===== src/rtl/loader_pkg.sv =====
// Shared types and constants for the program loader.
// PROGRAM_LOADER_CHECKSUM_EN adds the CHK state to the loader FSM.
package loader_pkg;

  localparam int HDR_BYTES      = 2;
  localparam int BYTES_PER_WORD = 4;

  typedef enum logic [2:0] {
    ST_IDLE   = 3'd0,
    ST_HDR_HI = 3'd1,
    ST_HDR_LO = 3'd2,
    ST_DATA   = 3'd3,
`ifdef PROGRAM_LOADER_CHECKSUM_EN
    ST_CHK    = 3'd4,
`endif
    ST_DONE   = 3'd5,
    ST_ERR    = 3'd6
  } loader_state_t;

  // An image must hold at least one word and fit in the memory limit.
  function automatic logic hdr_in_range(input logic [HDR_BYTES*8-1:0] n,
                                        input int max_words);
    logic [31:0] n_ext;
    n_ext = {{(32-HDR_BYTES*8){1'b0}}, n};
    return (n != {(HDR_BYTES*8){1'b0}}) && (n_ext <= 32'(max_words));
  endfunction

endpackage


===== src/rtl/word_packer.sv =====
// Assembles four stream bytes, most significant first, into one 32-bit word.
// The assembled word and word_ready are presented in the cycle of the 4th byte.
module word_packer
  import loader_pkg::*;
(
  input  logic        clk,
  input  logic        clr,
  input  logic        load,
  input  logic        shift_en,
  input  logic [7:0]  byte_in,
  output logic [31:0] word,
  output logic        word_ready
);

  localparam logic [1:0] LAST_IDX = 2'(BYTES_PER_WORD - 1);

  logic [31:0] shift_r;
  logic [1:0]  cnt_r;

  // Combinational view of the word including the byte arriving now.
  always_comb begin
    word       = {shift_r[23:0], byte_in};
    word_ready = shift_en && (cnt_r == LAST_IDX);
  end

  // Shift register and byte counter; a new load discards any partial word.
  always_ff @(posedge clk) begin
    if (clr || load) begin
      shift_r <= 32'd0;
      cnt_r   <= 2'd0;
    end else if (shift_en) begin
      shift_r <= word;
      cnt_r   <= cnt_r + 2'd1;
    end
  end

endmodule


===== src/rtl/program_loader.sv =====
// Writes a length-prefixed byte stream into instruction memory and holds the CPU in clear
// until the image is complete. Define PROGRAM_LOADER_CHECKSUM_EN for a trailing XOR checksum.
module program_loader
  import loader_pkg::*;
#(
  parameter int ADDR_W    = 8,
  parameter int MAX_WORDS = 256
) (
  input  logic              clk,
  input  logic              clr,
  input  logic              start,
  input  logic              byte_valid,
  input  logic [7:0]        byte_data,
  output logic              byte_ready,
  output logic              mem_wen,
  output logic [ADDR_W-1:0] mem_addr,
  output logic [31:0]       mem_data,
  output logic              cpu_hold,
  output logic              done,
  output logic              error,
  output logic [ADDR_W:0]   word_count
);

  localparam logic [ADDR_W:0] CNT_ONE = {{ADDR_W{1'b0}}, 1'b1};

  loader_state_t            state_r;
  logic [7:0]               n_hi_r;
  logic [ADDR_W:0]          n_r;
`ifdef PROGRAM_LOADER_CHECKSUM_EN
  logic [7:0]               xor_r;
`endif

  logic                     xfer_s;
  logic                     load_s;
  logic                     shift_en_s;
  logic                     last_word_s;
  logic [HDR_BYTES*8-1:0]   n_s;
  logic [31:0]              word_s;
  logic                     word_ready_s;

  // Handshake decode and header/word-count comparisons.
  always_comb begin
    xfer_s      = byte_valid && byte_ready;
    n_s         = {n_hi_r, byte_data};
    load_s      = start && ((state_r == ST_IDLE) || (state_r == ST_DONE) ||
                            (state_r == ST_ERR));
    shift_en_s  = xfer_s && (state_r == ST_DATA);
    last_word_s = ((word_count + CNT_ONE) == n_r);
  end

  word_packer u_packer (
    .clk        (clk),
    .clr        (clr),
    .load       (load_s),
    .shift_en   (shift_en_s),
    .byte_in    (byte_data),
    .word       (word_s),
    .word_ready (word_ready_s)
  );

  // Loader FSM with all outputs registered.
  always_ff @(posedge clk) begin
    if (clr) begin
      state_r    <= ST_IDLE;
      n_hi_r     <= 8'd0;
      n_r        <= {(ADDR_W+1){1'b0}};
`ifdef PROGRAM_LOADER_CHECKSUM_EN
      xor_r      <= 8'd0;
`endif
      byte_ready <= 1'b0;
      mem_wen    <= 1'b0;
      mem_addr   <= {ADDR_W{1'b0}};
      mem_data   <= 32'd0;
      cpu_hold   <= 1'b1;
      done       <= 1'b0;
      error      <= 1'b0;
      word_count <= {(ADDR_W+1){1'b0}};
    end else begin
      mem_wen <= 1'b0;
      case (state_r)
        ST_IDLE, ST_DONE, ST_ERR: begin
          if (start) begin
            state_r    <= ST_HDR_HI;
            byte_ready <= 1'b1;
            cpu_hold   <= 1'b1;
            done       <= 1'b0;
            error      <= 1'b0;
            word_count <= {(ADDR_W+1){1'b0}};
`ifdef PROGRAM_LOADER_CHECKSUM_EN
            xor_r      <= 8'd0;
`endif
          end else if (state_r == ST_DONE) begin
            // Release lands one cycle after the final write strobe.
            done     <= 1'b1;
            cpu_hold <= 1'b0;
          end
        end
        ST_HDR_HI: begin
          if (xfer_s) begin
            n_hi_r  <= byte_data;
            state_r <= ST_HDR_LO;
          end
        end
        ST_HDR_LO: begin
          if (xfer_s) begin
            if (hdr_in_range(n_s, MAX_WORDS)) begin
              n_r     <= n_s[ADDR_W:0];
              state_r <= ST_DATA;
            end else begin
              state_r    <= ST_ERR;
              error      <= 1'b1;
              byte_ready <= 1'b0;
            end
          end
        end
        ST_DATA: begin
          if (xfer_s) begin
`ifdef PROGRAM_LOADER_CHECKSUM_EN
            xor_r <= xor_r ^ byte_data;
`endif
            if (word_ready_s) begin
              mem_wen    <= 1'b1;
              mem_addr   <= word_count[ADDR_W-1:0];
              mem_data   <= word_s;
              word_count <= word_count + CNT_ONE;
              if (last_word_s) begin
`ifdef PROGRAM_LOADER_CHECKSUM_EN
                state_r    <= ST_CHK;
`else
                state_r    <= ST_DONE;
                byte_ready <= 1'b0;
`endif
              end
            end
          end
        end
`ifdef PROGRAM_LOADER_CHECKSUM_EN
        ST_CHK: begin
          if (xfer_s) begin
            byte_ready <= 1'b0;
            if (byte_data == xor_r) begin
              state_r  <= ST_DONE;
              done     <= 1'b1;
              cpu_hold <= 1'b0;
            end else begin
              state_r <= ST_ERR;
              error   <= 1'b1;
            end
          end
        end
`endif
        default: begin
          state_r    <= ST_IDLE;
          byte_ready <= 1'b0;
          cpu_hold   <= 1'b1;
        end
      endcase
    end
  end

endmodule

===== config.mk =====
export PLATFORM = sky130hd
export DESIGN_NAME = program_loader
export DESIGN_NICKNAME = d
export VERILOG_FILES = /design/src/rtl/loader_pkg.sv /design/src/rtl/word_packer.sv /design/src/rtl/program_loader.sv
export SDC_FILE = /design/constraint.sdc
export NUM_CORES = 1
export LEC_CHECK = 0
export CORE_MARGIN = 3
export CORE_UTILIZATION = 48
export DETAILED_ROUTE_END_ITERATION = 12
export PLACE_DENSITY = 0.76
export SLEW_MARGIN = 20
export SYNTH_ARGS = -nofsm -noshare
export SYNTH_HDL_FRONTEND = slang
export SYNTH_SLANG_ARGS = --single-unit

===== constraint.sdc =====
create_clock -name clk -period 1.91 [get_ports clk]
set_input_delay 0.191 -clock clk [delete_from_list [all_inputs] [get_ports clk]]
set_output_delay 0.191 -clock clk [all_outputs]
set_load 0.1 [all_outputs]

==> summary.txt <==
GRT
  – Initial antenna violation count: 0
  – GR Util met2: 0.320
  – First-pass GRT wire length: 16400 um
  – Most used routing layer: met2
  – M3 GR Usage: 0.0379
  – GR Layer Usage met1: 0.279
  – Vias in the first global route: 3442
  – Gr usage total: 0.205
  – GRT overflow: 0
  – Largest net degree at the start of global routing: 48

Cells and area
  – Filler cells: 760
  – Area of the multi-input gates: 2010 um2
  – Final Core Density: 0.619
  – Nets: 603
  – Share of cells above drive strength 1: 0.214
  – Non-Filler Instances: 699
  – P&R area growth vs syn: 23.1%
  – Antenna diodes: 0
  – Storage cell area: 2030 um2

Timing
  – Fmax: 561 MHz
  – # setup viols final: 0
  – Final hold vios: 0
  – RSZ-0062 raised after global routing: false
  – Rel. slew slack: 0.691
  – Pins Over Slew Limit: 0
  – Final Cycle Share: 0.934
  – Measured slew at the worst slew-check pin: 464 ps
  – Clk_skew: 12.8 ps
  – Crit path time final: 1780 ps

Setup path
  – CP required: 2220 ps
  – Critical Path AT: 2090 ps
  – Worst path cell trace: ha_4 -> buf_4 -> and2_1 -> a211o_1 -> a31oi_1 -> nor3_2 -> nand3_2 -> o2111a_1
  – Crit path largest cell delay: 360 ps
  – Slowest-stage cell, CP: dfxtp_4
  – CP Launch Type: flop
  – Critical path endpoint category: flop
  – Setup CP Type: reg2reg
  – R2r setup slk: 130 ps
  – Reg-to-reg endpoint: byte_ready
  – Worst Path Max Fanout: 7
  – RR Startpoint: word_count[1]
  – Worst reg-to-reg path cell count: 8

Placed design
  – Buffers on Ports: 65
  – Placed cell count: 683
  – GP Congestion: 0.829
  – Detail Placement HPWL: 6930 um

Power
  – Static Leak: 1.88 nW
  – Max VDD drop: 592 uV
  – Power Dens Cells: 708 nW/um2

Synth
  – FF+latch count, synth: 100
  – Synth warn: 0
  – Fraction of registers with async set or reset after synthesis: 0
  – Netlist cell types: 48
  – Compound-Gate Fraction of Synth Area: 0.147
  – Area share of fa/ha/maj cells after synthesis: 0.00597
  – Simple-gate share of the synthesized area: 0.251
  – Syn nets: 535
  – Mean Syn Cell Area: 8.05 um2
  – Sequential share of the synthesized area: 0.477
  – Ys flop type: dfxtp_1
  – Post-synthesis mux area share: 0.0382
  – Synthesized area: 4190 um2
  – EDFF count, synth: 0
  – Gate Count Post-Synth: 521
  – XOR/XNOR Fraction of Synth Area: 0.0292
  – Largest family of logic cells by synthesized area: simple AND/OR/NAND/NOR gates

Floorplanning
  – Die H: 99.5 um
  – DIE WIDTH: 99.5 um
  – Initial Utilization: 0.503
  – Core box area: 8340 um2
  – Ports: 66
  – Die footprint: 9900 um2
  – # rows: 33

Clock network
  – Root Buffer: clkbuf_8
  – Longest Clk Path Bufs: 2
  – TritonCTS Buffers: 9
  – Latest clock arrival within the worst-skew pair: 380 ps
  – CTS tree: yes
  – Clock-pin transition on the worst setup and hold timing paths: 100 ps
  – Num Clock Sinks: 100
  – H-tree levels: 3

Detailed routing
  – Total number of vias: 3705
  – Starting DRT DRC Count: 172
  – Via/cell ratio: 5.30
  – Drt pass-1 iters: 4
  – Wirelength per Cell: 14.0 um
  – Final ANT Viol Nets: 0
  – Drc violations: 0
  – Routed Wire Length: 9760 um

Flow run
  – Max Cap Viol: 0

Hold path
  – Hold Startpoint: clr
  – Worst Hold Path EP: word_count[6]
  – Number of cells on the worst hold path: 2
  – Worst hold path type: in2reg

Outcome
  – Status: completed
-- worst max path at each step --
stage | slack (ps) | cells past startpoint | from | to
floorplan | -70 | 8 | word_count[1] | state_r[1]
global placement | -70 | 8 | byte_data[4] | n_r[4]
detailed placement | -170 | 8 | byte_data[1] | n_r[0]
CTS | 30 | 8 | word_count[1] | state_r[1]
global route | 10 | 8 | word_count[1] | byte_ready
finish | 130 | 8 | word_count[1] | byte_ready
-- state kept, by name, summed over array words and instances, names as in the netlist --
name,cells
mem_wen,1
word_count,9
error,1
u_packer.shift_r,24
u_packer.cnt_r,2
state_r,3
cpu_hold,1
done,1
n_hi_r,8
byte_ready,1
n_r,9
mem_addr,8
mem_data,32
-- power by group --
part           leakage, nW  internal, W  switching [W]
Clock               0.0936     0.000507       0.000797
Combinational        0.975    0.0000984       0.000153
Sequential           0.812      0.00209      0.0000137
-- layer usage --
metal | wire length [um] | vias up | share of wire
met5 | 0 | - | 0
met4 | 207 | 0 | 0.021
met3 | 452 | 14 | 0.046
met2 | 4500 | 82 | 0.46
met1 | 4590 | 1733 | 0.47
li1 | - | 1876 | -
-- final cells by class --
class / instances / share of cell area
inverter: 6 / 0.00436
tap: 105 / 0.0254
sequential: 100 / 0.393
clock buffer: 9 / 0.0240
multi-input combinational: 376 / 0.389
clock inverter: 7 / 0.0131
timing repair buffer: 96 / 0.151
-- per-stage QoR --
stage	TNS [ps]	hold slack (ps)	total power (W)	setup slack, ps	instance area (um2)
floorplan	-108	327	0.00230	-70.4	4250
global placement	-605	443	0.00240	-73.7	4970
detailed placement	-1550	447	0.00240	-171	4970
CTS	0	96.9	0.00368	26.8	5160
global route	0	135	0.00378	14.9	5160
finish	0	108	0.00365	126	5160
-- critical path, delay by kind of cell (launching register included) --
kind	cells	cell delay [ps]
AOI/OAI and AO/OA	3	710
adders and majority gates	1	160
buffers and inverters	1	150
DFF	1	360
and+or+nand+nor	3	340
-- synthesized netlist by cell type (all sizes together), types with 3 or more instances --
library cell | number | share of area
nand2 | 143 | 0.13
dfxtp | 100 | 0.48
a21oi | 84 | 0.10
nor2 | 40 | 0.038
buf | 25 | 0.033
mux2i | 16 | 0.038
o21ai | 15 | 0.018
clkbuf | 14 | 0.013
xnor2 | 9 | 0.019
nand3 | 7 | 0.011
nor3 | 7 | 0.011
and2 | 6 | 0.0090
inv | 6 | 0.0054
nor4 | 5 | 0.013
or3 | 5 | 0.0075
xor2 | 5 | 0.010
a31oi | 4 | 0.0060
o22ai | 4 | 0.0060
and3 | 3 | 0.0069
nand4 | 3 | 0.0045
nand4b | 3 | 0.0098
-- kinds of logic after synthesis --
family | count (synthesis)
simple gates | 230
compound gates | 114
flops | 100
buf+inv | 45
mux | 16
xor+xnor | 14
fa+ha+maj | 2
-- repair_timing --
action	in CTS	in global routing
gates resized for setup	0	1
hold buffers	0	0
setup buffers	0	0
endpoints found under the setup margin	0	3
-- cell usage in the layout, fill, tap and decap left out, types with 4 or more instances in the layout --
cell type and n:
dfxtp_4 7, mux2i_1 16, and2_1 5, xor2_1 5, o22ai_1 4, a21oi_1 84, nor2_1 39, buf_4 82
xnor2_1 9, nand2_1 142, inv_1 6, clkbuf_8 9, dfxtp_1 91, nand3_1 4, or3_1 4, nor3_1 4
o21ai_1 9, a31oi_1 4, clkdlybuf4s50_1 10, o21ai_0 6
(Power assumes the default switching activity.)
==> edit 1, RTL diff (same settings) <==
Re-encode `loader_state_t` (6 states) as Gray code, 3 bits wide.
--- a/src/rtl/loader_pkg.sv
+++ b/src/rtl/loader_pkg.sv
@@ -7,13 +7,13 @@
 
   typedef enum logic [2:0] {
-    ST_IDLE   = 3'd0,
-    ST_HDR_HI = 3'd1,
-    ST_HDR_LO = 3'd2,
-    ST_DATA   = 3'd3,
+    ST_IDLE   = 3'b000,
+    ST_HDR_HI = 3'b001,
+    ST_HDR_LO = 3'b011,
+    ST_DATA   = 3'b010,
 `ifdef PROGRAM_LOADER_CHECKSUM_EN
     ST_CHK    = 3'd4,
 `endif
-    ST_DONE   = 3'd5,
-    ST_ERR    = 3'd6
+    ST_DONE   = 3'b110,
+    ST_ERR    = 3'b111
   } loader_state_t;
 
Function: no difference found for any inputs over 10 cycles, from zero or initial values; not proved beyond that.
==> edit 1 against the unedited design <==
Final area is 0.92% lower. Sequential cell count stayed put. Synthesized area is 3.1% lower. Worst setup slack worse by 0.083 ns. Routed wire length is 0.84% higher. Highest routed layer unchanged.
Power is not compared: it rests on default switching activity, and its combinational part moved more than twofold at a synthesized area within 25%.
==> edit 1: results (changes against the unedited design) <==
Clk Latency, worst-skew pair 0.36 ns (-0.02 ns); post-synthesis mux area share 4.463% (+0.64 points); largest net degree at the start of global routing 40 (-17%); slowest CP cell sky130_fd_sc_hd__or4_4; Worst Max-Slew Pin Slew 0.4759 ns (+0.01173 ns); result of the run completed; cells taking the most area after synthesis sky130_fd_sc_hd__dfxtp_1 49%, sky130_fd_sc_hd__nand2_1 12%, sky130_fd_sc_hd__a21oi_1 9.8%; adder and majority cell fraction of the synthesized area 0.6156% (+0.019 points); total iterations of the first detailed-routing run 4 (unchanged); crit-path leading delay family simple AND/OR/NAND/NOR gates; post-synth cell types 53 (+10%); share of post-route cells with drive strength above 1 22.84% (+1.5 points); highest net fanout along the worst path 4 (-3); HPWL after DPL 6982 µm (+0.77%); routed vias 3703 (-0.054%); ranking of synthesized cells by instance count 134 x sky130_fd_sc_hd__nand2_1, 100 x sky130_fd_sc_hd__dfxtp_1, 80 x sky130_fd_sc_hd__a21oi_1; met3 routed wirelength 493 µm (+9.1%); Total Routed Length 9839 µm (+0.84%); initial DRC count 280 (+63%); via count of the first global-routing pass 3326 (-3.4%); worst stage delay on the critical path 0.42 ns (+0.06 ns); number of placed instances with taps included 660 (-3.4%); number of nets in the final layout 587 (-2.7%); count of placed standard cells in the final layout, fillers left out 680 (-2.7%); register area share after synthesis 49.25% (+1.5 points); R2R cell count 6 (-2); XOR/XNOR Fraction of Synth Area 2.585% (-0.34 points); first-pass GRT wire length 16100 µm (-2.1%); met2 routed wirelength 4577 µm (+1.7%); synthesized-area fraction occupied by ao, oa, aoi and oai cells 15.88% (+1.2 points); Mapped Nets 510 (-4.7%); r2r startpoint word_count[1]; routed metal-1 wirelength 4660 µm (+1.4%); Critical path origin byte_data[0]; Syn Area/Cell 8.196 µm² (+1.8%)
## edit 1: area by class of cell
type	instances	area (µm²)	share of cell area (%)
Timing Repair Buffer	98	798.3	15.60
Clock buffer	10	127.6	2.494
Multi-Input combinational cell	360	1976	38.62
Tap cell	102	127.6	2.494
Inverter	4	15.01	0.2935
Sequential cell	100	2024	39.57
Clock inverter	6	47.55	0.9293
## edit 1: metrics by stage
| step | setup slack [ns] | area [µm²] | utilization [%] | setup TNS [ns] |
|---|---|---|---|---|
| floorplan | -0.06042 | 4119 | - | -0.06042 |
| global placement | -0.3885 | 4857 | 60.96 | -3.873 |
| detailed placement | -0.4173 | 4857 | 60.96 | -4.089 |
| CTS | 0.006330 | 5034 | 63.18 | 0 |
| global route | -0.04782 | 5116 | 64.21 | -0.2429 |
| finish | 0.04300 | 5116 | 64.21 | 0 |
## edit 1: worst paths after layout
path	slack (ns)	endpoint
min reg2reg	0.46	mem_data[29]
min	0.22	n_hi_r[7]
max	0.04	state_r[2]
max reg2reg	0.04	byte_ready
## edit 1: layer usage
layer	global-route usage, %	vias up
met4	6.070	0
li1	-	1843
met1	28.24	1748
met2	31.88	100
met5	0	-
met3	3.143	12
## edit 1: power by group
| part | total [mW] | leakage (nW) | internal, mW | switching [mW] |
|---|---|---|---|---|
| clock network | 1.22 | 0.0770 | 0.484 | 0.740 |
| logic | 0.570 | 1.04 | 0.219 | 0.351 |
| registers | 2.15 | 0.811 | 2.12 | 0.0372 |
| total | 3.95 | 1.92 | 2.82 | 1.13 |
## edit 1: repair_timing
item,4_1_cts,5_1_grt
gates cloned,0,1
pin swaps,1,8
buffers inserted,0,3
setup endpoints to repair,9,14
gates resized for setup,1,13
==> edit 2, RTL diff (same settings) <==
Made on the original files. Add a define of `PROGRAM_LOADER_CHECKSUM_EN`.
--- a/src/rtl/loader_pkg.sv
+++ b/src/rtl/loader_pkg.sv
@@ -1,4 +1,6 @@
 // Shared types and constants for the program loader.
 // PROGRAM_LOADER_CHECKSUM_EN adds the CHK state to the loader FSM.
+`define PROGRAM_LOADER_CHECKSUM_EN
+
 package loader_pkg;
 
Behaviour: not the same (Yosys sat finds a counterexample within 10 cycles, from zero or initial values).
==> edit 2 against the unedited design <==
Worst setup slack worse by 0.048 ns. Routed wire length is 21% higher. Sequential cell count is 8 higher. Count of clock-buffer cells in the layout rose by 1. Cell count is 14% higher. Critical path depth decreased by 1. Synthesized area up 15%. Die area increased by 14%. Critical path type unchanged. Hold slack gained 0.11 ns. Final area increased by 15%.
Power is not compared: it rests on default switching activity, and its combinational part moved more than twofold at a synthesized area within 25%.
==> edit 2: results (changes against the unedited design) <==
yosys synthesis warning count 0 (unchanged); number of antenna diodes 0 (unchanged); number of instances on the worst hold path 2 (unchanged); Switching Share 34.59%; initial DRC count 259 (+51%); ranking of synthesized cells by instance count 138 x sky130_fd_sc_hd__nand2_1, 108 x sky130_fd_sc_hd__dfxtp_1, 68 x sky130_fd_sc_hd__a21oi_1; number of placed instances with taps included 779 (+14%); Clk Latency, worst-skew pair 0.38 ns (about the same); Worst Max-Slew Pin Slew 0.4778 ns (+0.01366 ns); maximum count of clock buffers along a single path 2 (unchanged); routed vias 4278 (+15%); met3 Track Usage GR 2.489% (-1.3 points); worst hold path class in -> reg; number of levels in the clock H-tree 3 (unchanged); data arrival time of the worst path 2.08 ns; CTS Hold Buffers Added 0 (unchanged); post-synth cell types 61 (+27%); Total Routed Length 11840 µm (+21%); largest net degree at the start of global routing 37 (-23%); final count of negative-setup-slack endpoints 0 (unchanged); dominant register cell in the synthesized netlist sky130_fd_sc_hd__dfxtp_1; slowest CP cell sky130_fd_sc_hd__dfxtp_4; input/output buffers 65 (unchanged); number of nets in the final layout 671 (+11%); Final GP Congestion 0.8792 (+6.1%); cells taking the most area after synthesis sky130_fd_sc_hd__dfxtp_1 45%, sky130_fd_sc_hd__nand2_1 11%, sky130_fd_sc_hd__a21oi_1 7.0%; first-pass GRT wire length 19890 µm (+21%); crit-path leading delay family simple AND/OR/NAND/NOR gates; combined global-route utilization of all metal layers 21.43% (+0.97 points); met1 capacity usage during global routing 28.82% (+0.93 points); antenna violations before repair 0 (unchanged); global-route met2 utilization 36.11% (+4.1 points); end of the worst hold path n_r[8]; r2r startpoint word_count[1]; HPWL after DPL 8657 µm (+25%); Worst Skew 0.01339 ns (+0.0005394 ns); register area share after synthesis 44.70% (-3.0 points); setup slack of the most critical reg-to-reg path 0.08 ns (-0.05 ns); clock edge transition at the registers on the reported setup and hold paths 0.11 ns; maximum ir drop on the vdd rail 0.3831 mV; Syn Area/Cell 8.442 µm² (+4.9%); via count of the first global-routing pass 4089 (+19%); endpoint of the worst register-to-register path state_r[0]; number of max-slew violations in the final report 0 (unchanged); result of the run completed; Mapped Nets 587 (+9.7%); standby leakage power 2.204 nW; share of post-route cells with drive strength above 1 27.79% (+6.4 points); count of placed standard cells in the final layout, fillers left out 795 (+14%); worst stage delay on the critical path 0.38 ns (+0.02 ns); highest net fanout along the worst path 5 (-2); fillers 859 (+13%); hold path start clr; post-CTS repair timing setup buffer count 0 (unchanged); R2R cell count 7 (-1); FFs w/ async S/R, synth 0% (unchanged); pre-CTS setup slack -0.2377 ns (-0.06725 ns); largest registers mem_data: 32 flops, u_packer.shift_r: 24 flops; total iterations of the first detailed-routing run 5 (+1)
## edit 2: cell count changes in the layout (fill, tap and decap cells not counted), sizes merged, moves of 5 or more
cell,unedited run,this run
buf,86,106
a21oi,84,89
xnor2,9,16
nand2,143,138
or2,0,9
dfxtp,100,108
nand2b,2,7
## edit 2: power by group through the flow
stage          Clock (mW)  Combinational, mW  Sequential (mW)
5_1_grt              1.52               1.33             2.41
6_report             1.39               1.24             2.40
3_5_place_dp            0               1.21             2.45
3_3_place_gp            0               1.19             2.44
2_1_floorplan           0              0.715             2.64
4_1_cts              1.42               1.21             2.39
## edit 2: worst register-to-register path: cells and delay by family (launching register included)
kind,cells,cell delay (ns)
and+or+nand+nor,2,0.45
xor gates and xnor gates,1,0.14
adders and majority gates,1,0.16
AOI/OAI and AO/OA,2,0.40
DFF,1,0.38
buffers and inverters,1,0.18
## edit 2: final cells by class
class | instances | area (µm²) | area share (%)
multi-input combinational | 420 | 2446 | 41.28
sequential | 108 | 2183 | 36.85
timing repair buffer | 116 | 922.1 | 15.56
tap | 133 | 166.4 | 2.808
clock buffer | 10 | 137.6 | 2.323
clock inverter | 6 | 62.56 | 1.056
inverter | 2 | 7.507 | 0.1267
## edit 2: worst max-delay path by stage
stage                        startpoint          to  slack [ns]  depth (start not counted)
after floorplan           word_count[3]  state_r[1]       -0.01                          5
after global placement     byte_data[0]    cpu_hold       -0.11                          9
after detailed placement   byte_data[1]      n_r[8]       -0.24                          7
after CTS                 word_count[1]  state_r[1]        0.07                          8
after global routing      word_count[1]  state_r[0]        0.01                          7
final                     word_count[1]  state_r[0]        0.08                          7
## edit 2: kinds of logic (layout without fill, tap and decap cells)
logic type	Yosys count	after routing	synth area share (%)
XOR/XNOR	20	20	3.777
buffers and inverters	45	134	5.432
multiplexers	18	18	3.802
flip-flops	108	108	44.70
AO/OA/AOI/OAI	136	136	18.08
adder cells (fa/ha/maj)	3	3	0.7242
AND/OR/NAND/NOR	243	243	23.49
## edit 2: metrics by stage
step           total power, mW  hold WS [ns]  area [µm²]  setup TNS [ns]
3_3_place_gp             3.632        0.4419        5704          -1.266
3_5_place_dp             3.653        0.4479        5704          -2.612
2_1_floorplan            3.351        0.4321        4870        -0.01165
6_report                 5.032        0.2157        5926               0
5_1_grt                  5.260        0.2273        5926               0
4_1_cts                  5.024        0.2168        5906               0
## edit 2: metal layers
metal | routed length (µm) | part of all wire (%)
met4 | 190 | 1.6
met2 | 5803 | 49
met1 | 5263 | 44
met3 | 578 | 4.9
met5 | 0 | 0
## edit 2: repair_timing
item	CTS	global route
pin swaps	0	1
gates resized for setup	1	4
setup endpoints to repair	4	9
gates cloned	0	0
